==> config.mk <==
export PLATFORM = sky130hd
export DESIGN_NAME = ts4231_bus_responder
export DESIGN_NICKNAME = d
export VERILOG_FILES = /design/src/rtl/ts4231_bus_responder.sv
export SDC_FILE = /design/constraint.sdc
export NUM_CORES = 1
export LEC_CHECK = 0
export CORE_UTILIZATION = 30
export DETAILED_ROUTE_END_ITERATION = 8
export DONT_BUFFER_PORTS = 1
export PLACE_DENSITY_LB_ADDON = 0.05
export SLEW_MARGIN = 40
export SYNTH_ARGS = -nofsm -noshare
export SYNTH_HDL_FRONTEND = slang
export SYNTH_SLANG_ARGS = --single-unit
==> constraint.sdc <==
create_clock -name clock -period 4.4 [get_ports clock]
set_clock_uncertainty 0.1 [all_clocks]
set_input_delay 0.88 -clock clock [delete_from_list [all_inputs] [get_ports clock]]
set_output_delay 0.88 -clock clock [all_outputs]
set_load 0.03 [all_outputs]
==> src/rtl/ts4231_bus_responder.sv <==
// TS4231 light-sensor emulation on the D/E configuration bus.
// Echoes power-up light pulses, accepts config writes, serves read-back, then watches.
module ts4231_bus_responder #(
    parameter logic [14:0] DEFAULT_CFG = 15'h0000,
    parameter int unsigned LIGHT_SWAPS = 4
) (
    input  logic        clock,
    input  logic        reset,
    input  logic        chip_rst_n,
    input  logic        d_in,
    input  logic        e_in,
    output logic        d_out,
    output logic        d_oe,
    output logic        e_out,
    output logic        e_oe,
    input  logic        light,
    output logic [14:0] cfg_word,
    output logic        cfg_valid,
    output logic        frame_err,
    output logic [2:0]  state
);

    localparam logic [2:0] S_OFF       = 3'd0;
    localparam logic [2:0] S_POWERUP   = 3'd1;
    localparam logic [2:0] S_CFG_IDLE  = 3'd2;
    localparam logic [2:0] S_RX        = 3'd3;
    localparam logic [2:0] S_TX        = 3'd4;
    localparam logic [2:0] S_WAIT_STOP = 3'd5;
    localparam logic [2:0] S_WATCH     = 3'd6;

    localparam logic [7:0] SWAPS = 8'(LIGHT_SWAPS);

    logic [2:0]  state_q, state_d;
    logic [2:0]  d_sync_q, e_sync_q;
    logic        light_q;
    logic [7:0]  light_cnt_q, light_cnt_d;
    logic [4:0]  bit_cnt_q, bit_cnt_d;
    logic [15:0] sr_q, sr_d;
    logic        err_q, err_d;
    logic [14:0] cfg_q, cfg_d;
    logic        cfg_valid_q, cfg_valid_d;
    logic        frame_err_q, frame_err_d;
    logic        d_out_q, d_out_d;
    logic        d_oe_q, d_oe_d;
    logic        e_out_q, e_out_d;
    logic        e_oe_q, e_oe_d;

    logic d_lvl, e_lvl, d_rise, d_fall, e_rise, e_fall;
    logic start_c, stop_c, light_rise, light_fall;

    // Stage [1] is the synchronized level, stage [2] the edge reference.
    assign d_lvl      = d_sync_q[1];
    assign e_lvl      = e_sync_q[1];
    assign d_rise     = d_sync_q[1] & ~d_sync_q[2];
    assign d_fall     = ~d_sync_q[1] & d_sync_q[2];
    assign e_rise     = e_sync_q[1] & ~e_sync_q[2];
    assign e_fall     = ~e_sync_q[1] & e_sync_q[2];
    assign start_c    = d_fall & e_lvl;
    assign stop_c     = d_rise & e_lvl;
    assign light_rise = light & ~light_q;
    assign light_fall = ~light & light_q;

    always_comb begin
        state_d     = state_q;
        light_cnt_d = light_cnt_q;
        bit_cnt_d   = bit_cnt_q;
        sr_d        = sr_q;
        err_d       = err_q;
        cfg_d       = cfg_q;
        cfg_valid_d = 1'b0;
        frame_err_d = 1'b0;
        d_out_d     = d_out_q;
        d_oe_d      = d_oe_q;
        e_out_d     = e_out_q;
        e_oe_d      = e_oe_q;

        case (state_q)
            S_OFF: begin
                d_oe_d      = 1'b0;
                e_oe_d      = 1'b0;
                d_out_d     = 1'b1;
                e_out_d     = 1'b1;
                light_cnt_d = '0;
                bit_cnt_d   = '0;
                state_d     = S_POWERUP;
            end
            S_POWERUP: begin
                d_oe_d  = 1'b1;
                d_out_d = ~light;
                e_oe_d  = 1'b0;
                if (light_rise)
                    light_cnt_d = light_cnt_q + 8'd1;
                if (light_fall && light_cnt_q == SWAPS) begin
                    d_oe_d  = 1'b0;
                    d_out_d = 1'b1;
                    state_d = S_CFG_IDLE;
                end
            end
            S_CFG_IDLE: begin
                d_oe_d = 1'b0;
                e_oe_d = 1'b0;
                if (start_c) begin
                    state_d   = S_RX;
                    bit_cnt_d = '0;
                    sr_d      = '0;
                end
            end
            S_RX: begin
                // Start beats stop, stop beats a coincident E rise.
                if (start_c) begin
                    frame_err_d = 1'b1;
                    bit_cnt_d   = '0;
                    sr_d        = '0;
                end else if (stop_c) begin
                    state_d = S_CFG_IDLE;
                    if (bit_cnt_q == 5'd0) begin
                        state_d = S_WATCH;
                    end else if (bit_cnt_q == 5'd16 && sr_q[15]) begin
                        cfg_d       = sr_q[14:0];
                        cfg_valid_d = 1'b1;
                    end else begin
                        frame_err_d = 1'b1;
                    end
                end else if (e_rise) begin
                    if (bit_cnt_q == 5'd16) begin
                        frame_err_d = 1'b1;
                        err_d       = 1'b1;
                        state_d     = S_WAIT_STOP;
                    end else if (bit_cnt_q == 5'd0 && !d_lvl) begin
                        bit_cnt_d = '0;
                        state_d   = S_TX;
                    end else begin
                        sr_d      = {sr_q[14:0], d_lvl};
                        bit_cnt_d = bit_cnt_q + 5'd1;
                    end
                end
            end
            S_TX: begin
                if (e_fall) begin
                    if (bit_cnt_q == 5'd15) begin
                        d_oe_d  = 1'b0;
                        d_out_d = 1'b1;
                        err_d   = 1'b0;
                        state_d = S_WAIT_STOP;
                    end else begin
                        d_oe_d  = 1'b1;
                        d_out_d = cfg_q[4'd14 - bit_cnt_q[3:0]];
                    end
                end else if (e_rise) begin
                    bit_cnt_d = bit_cnt_q + 5'd1;
                end
            end
            S_WAIT_STOP: begin
                d_oe_d = 1'b0;
                e_oe_d = 1'b0;
                if (start_c) begin
                    frame_err_d = err_q;
                    err_d       = 1'b0;
                    bit_cnt_d   = '0;
                    sr_d        = '0;
                    state_d     = S_RX;
                end else if (stop_c) begin
                    err_d   = 1'b0;
                    state_d = S_CFG_IDLE;
                end
            end
            S_WATCH: begin
                d_oe_d  = 1'b1;
                e_oe_d  = 1'b1;
                d_out_d = ~light;
                e_out_d = ~light;
            end
            default: state_d = S_OFF;
        endcase

        if (!chip_rst_n) begin
            state_d     = S_OFF;
            light_cnt_d = '0;
            bit_cnt_d   = '0;
            sr_d        = '0;
            err_d       = 1'b0;
            cfg_d       = DEFAULT_CFG;
            cfg_valid_d = 1'b0;
            frame_err_d = 1'b0;
            d_out_d     = 1'b1;
            d_oe_d      = 1'b0;
            e_out_d     = 1'b1;
            e_oe_d      = 1'b0;
        end
    end

    always_ff @(posedge clock) begin
        if (!reset) begin
            state_q     <= S_OFF;
            d_sync_q    <= 3'b111;
            e_sync_q    <= 3'b111;
            light_q     <= 1'b0;
            light_cnt_q <= '0;
            bit_cnt_q   <= '0;
            sr_q        <= '0;
            err_q       <= 1'b0;
            cfg_q       <= DEFAULT_CFG;
            cfg_valid_q <= 1'b0;
            frame_err_q <= 1'b0;
            d_out_q     <= 1'b1;
            d_oe_q      <= 1'b0;
            e_out_q     <= 1'b1;
            e_oe_q      <= 1'b0;
        end else begin
            state_q     <= state_d;
            d_sync_q    <= {d_sync_q[1:0], d_in};
            e_sync_q    <= {e_sync_q[1:0], e_in};
            light_q     <= light;
            light_cnt_q <= light_cnt_d;
            bit_cnt_q   <= bit_cnt_d;
            sr_q        <= sr_d;
            err_q       <= err_d;
            cfg_q       <= cfg_d;
            cfg_valid_q <= cfg_valid_d;
            frame_err_q <= frame_err_d;
            d_out_q     <= d_out_d;
            d_oe_q      <= d_oe_d;
            e_out_q     <= e_out_d;
            e_oe_q      <= e_oe_d;
        end
    end

    assign d_out     = d_out_q;
    assign d_oe      = d_oe_q;
    assign e_out     = e_out_q;
    assign e_oe      = e_oe_q;
    assign cfg_word  = cfg_q;
    assign cfg_valid = cfg_valid_q;
    assign frame_err = frame_err_q;
    assign state     = state_q;

endmodule

Yosys cells after proc, flatten, opt, wreduce, memory -nomap -nowiden
Index checks and enable logic that the tools add are counted.
- register bits: 61
- bits in latches: 0
- bits in writable memories: 0
- ROM bits: 0
- bits of input ports: 6
- output and inout bits: 24
- logic and storage cells: 156
- memories kept: 0
- $add $sub $neg: 3
- $mul: 0
- divide/modulo/power cells: 0
- magnitude comparators: 1
- equal/unequal tests: 28
- shift operators: 0
- muxes and demuxes: 61
- bitwise gates (word level): 21
- reductions and logical operators: 27
- operators with widths (kind ; number):
    16-bit two-way mux ; 6
    5-bit two-way mux ; 8
    3-bit two-way mux ; 12
    16-bit case mux with 2 select lines ; 1
    1-bit two-way mux ; 23
    2-bit != test, second input constant ; 11
    3-bit case mux with 7 select lines ; 1
    5-bit case mux with 4 select lines ; 1
    3-bit != test, second input constant ; 6
    8-bit case mux with 2 select lines ; 1
    1-bit NOT ; 13
    4-bit nonzero test ; 3
    3-bit == test, second input constant ; 3
    9-bit AND reduction ; 1
    8-bit by 1-bit adder with 8-bit output, second input constant ; 1
    1-bit bitwise AND ; 8
    8-bit by 3-bit == test with 1-bit output, second input constant ; 1
    8-bit two-way mux ; 1
    1-bit case mux with 4 select lines ; 2
    2-bit AND reduction ; 4
    8-bit AND reduction ; 1
    2-bit nonzero test ; 4
    7-bit AND reduction ; 1
    3-bit by 2-bit == test with 1-bit output, second input constant ; 2
    other kinds (22) ; 26

Depth between registers and ports, before layout
- depth in word-level cells: 8
- mapped depth: 10
- gate-level depth less buffers: 8

Worst setup path before layout
Ideal clock, no wire load.
- path type: reg2reg
- start: register bit_cnt_q[0]
- end: register sr_q[0]
- setup time: 121 ps
- arrival time: 1929 ps
- data required time: 4179 ps
- setup slack: 2251 ps
- stages on the path, launching flop included: 9
- buffers on the path: 1
- clock period less this slack: 2149 ps
- cells stage by stage: dfxtp_1 clkbuf_1 inv_1 ha_1 nand4bb_1 nand4_1 a21o_2 nor2_8 mux2_2
- cells in the longest elaborated chain, start to end: 4
- elaborated cells between the ends (all ways): 6
- classes of those cells: 3 x eq/ne; 3 x reduce/logical
- RTL lines (element ; RTL line ; RTL):
    start: declaration ; 37 ; logic [4:0] bit_cnt_q, bit_cnt_d;
    start signal: assignment ; 215 ; bit_cnt_q <= bit_cnt_d;
    5-bit logical NOT ; 129 ; end else if (bit_cnt_q == 5'd0 && !d_lvl) begin
    1-bit logical AND ; 129 ;
    3-bit != test (no line) ; - ;
    6-bit AND reduction (no line) (*) ; - ;
    end signal: assignment ; 216 ; sr_q <= sr_d;
    end: declaration ; 38 ; logic [15:0] sr_q, sr_d;
Mark *: on every way between the ends. The rest lies on a longest branch, timed or not.
A chain may end at the register's enable or synchronous reset.

Final worst setup path
- start: register bit_cnt_q[0]
- end: register state_q[0] (netlist: state[0])
- cells in the longest elaborated chain, start to end: 6
- elaborated cells between the ends (all ways): 12
- classes of those cells: 4 x eq/ne; 5 x mux; 3 x reduce/logical
- RTL lines (element ; RTL line ; RTL):
    5-bit == test ; 125 ; if (bit_cnt_q == 5'd16) begin
    3-bit two-way mux ; 125 ;
    3-bit two-way mux ; 124 ; end else if (e_rise) begin
    3-bit two-way mux ; 114 ; end else if (stop_c) begin
    3-bit two-way mux ; 110 ; if (start_c) begin
    3-bit case mux with 7 select lines ; 77 ; case (state_q)
    end signal: assignment ; 210 ; state_q <= state_d;
    end: declaration ; 33 ; logic [2:0] state_q, state_d;
Several ways; a longest one is shown, not always the timed one. The select of a mux whose other input is x is not followed.

==> impl_metrics.ini <==
[run_status]
status = finished clean

[clock_tree]
numClockSinks = 61
htreeDepth = 3
post_cts_resized = 0
cts-root-buf = clkbuf_8
hold_buffers = 0
clock_path_buffers = 2
cts_buffers = 9
clk_latency_ns = 0.34
cts_tree = yes
clk_pin_slew_ns = 0.08
cts_setup_buffers = 0

[logic_synthesis]
synth_area_leaders = dfxtp_1 (38%), mux2i_1 (9.7%), nand2_1 (4.4%), nor2_1 (4.1%), nand3_1 (3.6%)
synth_commonest_cells = dfxtp_1 (61), nand2_1 (37), nor2_1 (35)
yosys_warnings = 0
synth_ff_type = dfxtp_1
synthCells = 357
yosysSeqAreaShare_pct = 38.3
async_reset_ff_share_pct = 0
synth_cell_types = 62
ys_ff_latch = 61
syn_area_per_cell_um2 = 8.92
synth_fp_nets = 368
synth_top_area_share_pct = 38.3
synth_edf_count = 0
yosys.area.top_type = dfxtp_1
yosysMostFrequentCell = dfxtp_1
netlist_area_mm2 = 0.00319

[timing]
fin_crit_sh_pct = 57.7
setup_viol = 0
setup_slack_ns = 1.86
hold_viol = 0
maxSlewHeadroom_pct = 48.1
worst-slew-pin-transition_ns = 0.777
whs_ns = 0.308
fin_crit_ns = 2.54
rsz0062_at_grt = no
finalSetupTns_ns = 0
slew_violations = 0
fmax_ghz = 0.394

[floorplan]
dieArea_mm2 = 0.0110
start_util_pct = 30.9
die_w_um = 105
row_count = 37
core-area_mm2 = 0.0103
io_pins = 30
die_y_um = 105

[route]
drc = 0
drt_wl_total_um = 8240
via_per_inst = 5.07
first_iter_violations = 109
via_count = 2495
routedWlPerCell_um = 16.8
first_pass_iters = 4
antenna_left = 0

[worst_setup_path]
path_common_cell = ha_1
crit_slowest_cell = dfxtp_1
crit_chain = ha_1 -> and3_1 -> ha_1 -> and4bb_2 -> a2111oi_4 -> a311oi_2 -> a21oi_1 -> a31o_2
crit_arrival_ns = 2.68
crit_path_start_kind = flop
cp_max_fo = 9
max_stage_delay_ns = 0.56
critical_path_class = reg -> reg
required_ns = 4.54
endpoint_kind = flop

[cells_and_area]
drive_gt1_share_pct = 10.1
post-route-cell-area_mm2 = 0.00345
antenna-diode-count = 0
synthToLayoutAreaGrowth_pct = 8.33
nNetsFinal = 362
fillers = 1083

[placed_design]
port_buffers = 0
dpl_cell_area_mm2 = 0.00326
dp_slack_ns = 1.84
post-dp-hpwl_um = 5600
gp_congestion = 0.764

[power]
vdd_drop_max_mv = 0.161
leakagePower_nw = 1.14
power.density_mw_per_mm2 = 350

[grt]
grt_pass1_wl_um = 13800
grtUsageTotal_pct = 16.2
grt_pass1_vias = 2510
grt_max_degree = 36
grt_overflow = 0
antenna_found_initial = 0

[hold_path]
min_path_type = reg -> reg

[flow_run]
drv_cap = 0
## final cells by class
| class | instances | area, um^2 | area share, % |
|---|---|---|---|
| sequential | 61 | 1220 | 35.4 |
| clock inverter | 4 | 47.5 | 1.38 |
| timing repair buffer | 5 | 37.5 | 1.09 |
| multi-input combinational | 262 | 1780 | 51.7 |
| clock buffer | 12 | 145 | 4.21 |
| tap | 136 | 170 | 4.93 |
| inverter | 12 | 45.0 | 1.31 |
## critical path, delay by kind of cell (launching register included)
kind | cells | cell delay [ns]
DFF | 1 | 0.56
and+or+nand+nor | 2 | 0.45
adders and majority gates | 2 | 0.52
AOI/OAI and AO/OA | 4 | 0.81
## path summary, 6_finish.rpt
path / from / cells after the start / endpoint / slack [ns]
min reg2reg: e_sync_q[0]$_SDFF_PN1_ / 1 / e_sync_q[1]$_SDFF_PN1_ / 0.31
min: e_sync_q[0]$_SDFF_PN1_ / 1 / e_sync_q[1]$_SDFF_PN1_ / 0.31
max: bit_cnt_q[0]$_SDFFE_PN0P_ / 8 / state[0]$_SDFFE_PN0P_ / 1.86
max reg2reg: bit_cnt_q[0]$_SDFFE_PN0P_ / 8 / state[0]$_SDFFE_PN0P_ / 1.86
## stage by stage
step                instances  power, W  util [%]
floorplan                 357  0.000690         -
global placement          476  0.000718      31.5
detailed placement        476  0.000718      31.6
CTS                       492   0.00123      33.4
global route              492   0.00127      33.4
finish                    492   0.00121      33.4
## logic make-up after synthesis
logic type / after synthesis / share of synthesized area (%)
simple gates: 145 / 23.7
compound gates: 67 / 15.2
flops: 61 / 38.3
mux: 36 / 12.6
buf+inv: 34 / 5.77
xor+xnor: 9 / 2.47
fa+ha+maj: 5 / 1.96
## layout by cell type (no fill, tap or decap), types with 3 or more instances in the layout
cell,instances
buf_4,5
nor2_1,35
xor2_1,6
o21ai_0,13
nand4_1,6
a31oi_1,4
mux2i_1,31
and2_1,4
nand2b_1,12
nand3_1,23
o22ai_1,3
ha_1,5
inv_1,12
and3_1,4
xnor2_1,3
a21oi_1,19
dfxtp_1,61
clkbuf_8,10
nand2_1,36
nand3b_1,3
mux4_2,3
nand4b_1,3
## per-layer routing
layer	vias up	track usage, %	share of wire (%)	wire length (um)
li1	1257	-	-	-
met1	1191	21.0	49	4040
met2	36	25.9	46	3750
met3	11	4.43	4.1	335
met4	0	5.13	1.4	112
met5	-	0	0	0
## power breakdown
part / switching, W / leakage [nW] / internal (W)
Clock: 0.000229 / 0.0964 / 0.000276
Combinational: 0.0000895 / 0.549 / 0.0000410
Sequential: 0.0000138 / 0.493 / 0.000559
Total: 0.000333 / 1.14 / 0.000876
## flip-flops by register name (all words and copies together), names as in the netlist
name         count
sr_q            16
cfg_word        15
light_cnt_q      8
bit_cnt_q        5
d_sync_q         3
e_sync_q         3
state            3
cfg_valid        1
d_oe             1
d_out            1
e_oe             1
e_out            1
err_q            1
frame_err        1
light_q          1
Power figures use the tool's default switching activity.
==> RTL change 1: new RTL, same flow settings <==
Put one more register stage on the output `cfg_word`, cleared by the reset. The value now appears one clock later. The other outputs are not delayed to match.
--- a/src/rtl/ts4231_bus_responder.sv
+++ b/src/rtl/ts4231_bus_responder.sv
@@ -231,3 +231,9 @@
     assign e_oe      = e_oe_q;
-    assign cfg_word  = cfg_q;
+    always_ff @(posedge clock) begin
+        if (!reset) begin
+            cfg_word <= '0;
+        end else begin
+            cfg_word <= cfg_q;
+        end
+    end
     assign cfg_valid = cfg_valid_q;
Behaviour: same outputs for any inputs over 10 cycles, from zero or initial values and one cycle with reset low; that may be too few to reach the edited logic, so the function may still have changed.
==> RTL change 1 against the original RTL <==
Synthesized area rose by 8.8%; wire length is 1.4% higher; power up 26%; hold slack worse by 0.0012 ns; first-iteration DRC count fell by 24%; design area is 12% higher; sequential cell count up 15; worst setup slack worse by 0.068 ns; cell count grew 4.9%; sequential share of layout area up 4.1 points; critical endpoint is now sr_q[3]; largest cell class unchanged.
==> RTL change 1: results (changes against the original RTL) <==
[finish]
largest_registers = sr_q (16), cfg_q (15), cfg_word (15)
diodes = 0  ; unchanged
drive_gt1_frac = 0.101  ; about the same
fin_nets = 382  ; +5.5%

[setup_path]
r2r_cells = 7  ; -1
cp.arrival_ns = 2.77  ; +0.09 ns
crit_path_max_fanout = 32  ; +23

[clocking]
cts_setup_buffers = 0  ; unchanged
htreeDepth = 3  ; unchanged
clk_pin_slew_ns = 0.06  ; -0.02 ns
cts_max_path_buffers = 2  ; unchanged
ctsResizeCount = 0  ; unchanged
cts_made_buffers = 9  ; unchanged
cts_root_buf = clkbuf_16
insertion_delay_ns = 0.34  ; about the same

[synthesis]
synth_cell_type_count = 62  ; unchanged
async_reset_ff_frac = 0  ; unchanged
ys_warn_count = 0  ; unchanged
yosysMostFrequentCell = dfxtp_1
syn_nets = 391  ; +6.3%
ys_seq_area_frac = 0.439  ; +0.0556
netlist_top_cells_count = 76 x dfxtp_1, 34 x nor2_1, 32 x nand2_1
synthTopCellsByArea = dfxtp_1 44%, mux2i_1 6.1%, nor2_1 3.7%

[global_routing]
grt.met1_usage = 0.192  ; -0.0173
grt_use_total = 0.158  ; -0.00358
met2_usage = 0.255  ; -0.00451
grt_pass1_wl_um = 14000  ; +1.4%
grt_pass1_vias = 2645  ; +5.4%
grtUsageMet3 = 0.0486  ; +0.00432
antenna_found_initial = 0  ; unchanged
grt_max_degree = 33  ; -8.3%

[worst_hold_path]
hp-class = register to register
hold-path-cell-count = 1  ; unchanged

[routing]
drt_iter0_markers = 83  ; -24%
wl_per_cell_um = 16.2  ; -3.3%
drt-pass1-iter-count = 4  ; unchanged
viasPerCell = 5.04  ; -0.52%

[power]
irDropWorstVdd_mv = 0.187  ; +16%
p_leak_nw = 1.34  ; +18%

[place]
globalplace.congestion = 0.749  ; -1.9%
port_buffers = 0  ; unchanged
hpwl_um = 5750  ; +2.7%

[status]
outcome = completed

[sta]
tightestPinTransition_ns = 0.646  ; -0.131 ns

## RTL change 1: power breakdown
group	switching, mW	internal [mW]
registers	0.00775	0.694
clock network	0.280	0.468
logic	0.0477	0.0246
## RTL change 1: final timing paths
check,endpoint,slack (ns),start
worst max-delay path,sr_q[3],1.79,bit_cnt_q[0]
worst min-delay path,e_sync_q[1],0.31,e_sync_q[0]
worst max register to register,sr_q[3],1.79,bit_cnt_q[0]
worst min register to register,e_sync_q[1],0.31,e_sync_q[0]
## RTL change 1: metal layers
| metal | vias to the layer above | share of wire |
|---|---|---|
| met5 | - | 0 |
| met2 | 47 | 0.47 |
| met4 | 0 | 0.019 |
| met3 | 12 | 0.048 |
| met1 | 1236 | 0.47 |
| li1 | 1308 | - |
## RTL change 1: worst max-delay path, stage by stage, from the launching register on
cell and delay, ns:
dfxtp_1 0.37, inv_1 0.13, ha_1 0.16, or3b_1 0.49
o41ai_1 0.43, a221o_2 0.61, nand3_1 0.13, o21ai_1 0.10
## RTL change 1: final cells by class
type	count	area, um2
fillers	1151	7170
multi-input cells	273	1790
flip-flops and latches	76	1520
clock buffers	12	256
well taps	140	175
clock inverters	4	47.5
repair buffers	5	37.5
inverters	6	22.5
## RTL change 1: kinds of logic after synthesis
group,after synthesis,share of synthesized area
simple gates,164,0.252
flops,76,0.439
compound gates,70,0.143
buf+inv,31,0.0437
mux,25,0.0812
xor+xnor,9,0.0227
fa+ha+maj,5,0.0181
## RTL change 1: through the flow
step                worst slack, ns  std cells  instance area (um2)   util
finish                         1.79        516                 3860  0.350
global placement               1.64        500                 3550  0.322
CTS                            1.76        516                 3850  0.349
detailed placement             1.74        500                 3550  0.322
global route                   1.52        516                 3860  0.350
floorplan                      2.07        380                 3470      -
==> RTL change 2: new RTL, same flow settings <==
Made on the original files. The output `frame_err` loses its register stage (`frame_err_q` becomes a continuous assignment).
--- a/src/rtl/ts4231_bus_responder.sv
+++ b/src/rtl/ts4231_bus_responder.sv
@@ -203,3 +203,2 @@
             cfg_valid_q <= 1'b0;
-            frame_err_q <= 1'b0;
             d_out_q     <= 1'b1;
@@ -219,3 +218,2 @@
             cfg_valid_q <= cfg_valid_d;
-            frame_err_q <= frame_err_d;
             d_out_q     <= d_out_d;
@@ -226,2 +224,4 @@
     end
+
+    assign frame_err_q = frame_err_d;
 
Function: no difference found for any inputs over 10 cycles, from zero or initial values and one cycle with reset low; that may be too few to reach the edited logic, so the function may still have changed.
==> RTL change 2 against the original RTL <==
Power fell by 5.9%; combinational power fell by 50%; sequential cell count fell by 1; sequential share of layout area rose by 1.7 points; worst setup slack got worse by 0.89 ns; register-to-register slack got worse by 0.05 ns; wire length fell by 9.2%; synthesized area fell by 7.7%; design area fell by 6.1%; critical path type is now register to primary output; largest cell class unchanged.
==> RTL change 2: results (changes against the original RTL) <==
[power]
irDropWorstVdd_mv = 0.133  ; -18%
clkPwrFrac = 0.451  ; +0.033
p_leak_nw = 1.09  ; -4.3%
total_power_mw = 1.14  ; -5.9%
p_int_uw = 859  ; -1.9%

[place]
postPlaceCellArea_um2 = 3040  ; -6.7%
dpl.cell_count = 441  ; -7.4%
globalplace.congestion = 0.734  ; -3.9%
hpwl_um = 5100  ; -9.1%

[routing]
dr_wl_met3_um = 337  ; +0.60%
wl_met1_um = 3790  ; -6.1%
drt_iter0_markers = 139  ; +28%
vias = 2362  ; -5.3%
drt_wl_total_um = 7490  ; -9.2%
route.met2.wl_um = 3300  ; -12%

[synthesis]
ys_seq_area_frac = 0.409  ; +0.0253
synthTopCellsByArea = dfxtp_1 41%, nand2_1 6.1%, a22o_1 5.4%
netlist_top_cells_count = 60 x dfxtp_1, 48 x nand2_1, 24 x a21oi_1
synth_cell_type_count = 65  ; +4.8%
synth_top_cell_area_share = 0.409  ; +0.0253
synth.mux.area_fraction = 0.0434  ; -0.0823
synth_compound_area_frac = 0.232  ; +0.0808
synth_fa_ha_area_frac = 0.0213  ; +0.00165

[global_routing]
grtUsageMet3 = 0.0596  ; +0.0153
grt_use_total = 0.159  ; -0.00224
grt_max_degree = 33  ; -8.3%
grt_pass1_wl_um = 12300  ; -11%

[finish]
fin_nets = 334  ; -7.7%
layout.cells.non_filler = 456  ; -7.3%

[sta]
relSlewSlack = 0.492  ; +0.0107

[setup_path]
crit_path_max_fanout = 8  ; -1

[status]
outcome = completed

-- RTL change 2: cell families after synthesis --
kind of cell	count (synthesis)
and+or+nand+nor	124
AOI/OAI and AO/OA	96
DFF	60
buffers and inverters	27
muxes	9
xor gates and xnor gates	7
adders and majority gates	5
-- RTL change 2: final cells by class --
class / instances / area [um2]
Fill cell: 996 / 6130
Clock buffer: 11 / 151
Inverter: 7 / 26.3
Tap cell: 129 / 161
Timing Repair Buffer: 4 / 33.8
Multi-Input combinational cell: 241 / 1620
Clock inverter: 4 / 48.8
Sequential cell: 60 / 1200
-- RTL change 2: path summary, 6_finish.rpt --
check	cells after the start	slack [ns]	to	from
setup reg to reg	6	1.81	sr_q[5]	state[2]
setup / recovery	7	0.98	frame_err	bit_cnt_q[0]
hold / removal	1	0.31	e_sync_q[1]	e_sync_q[0]
hold reg to reg	1	0.31	e_sync_q[1]	e_sync_q[0]
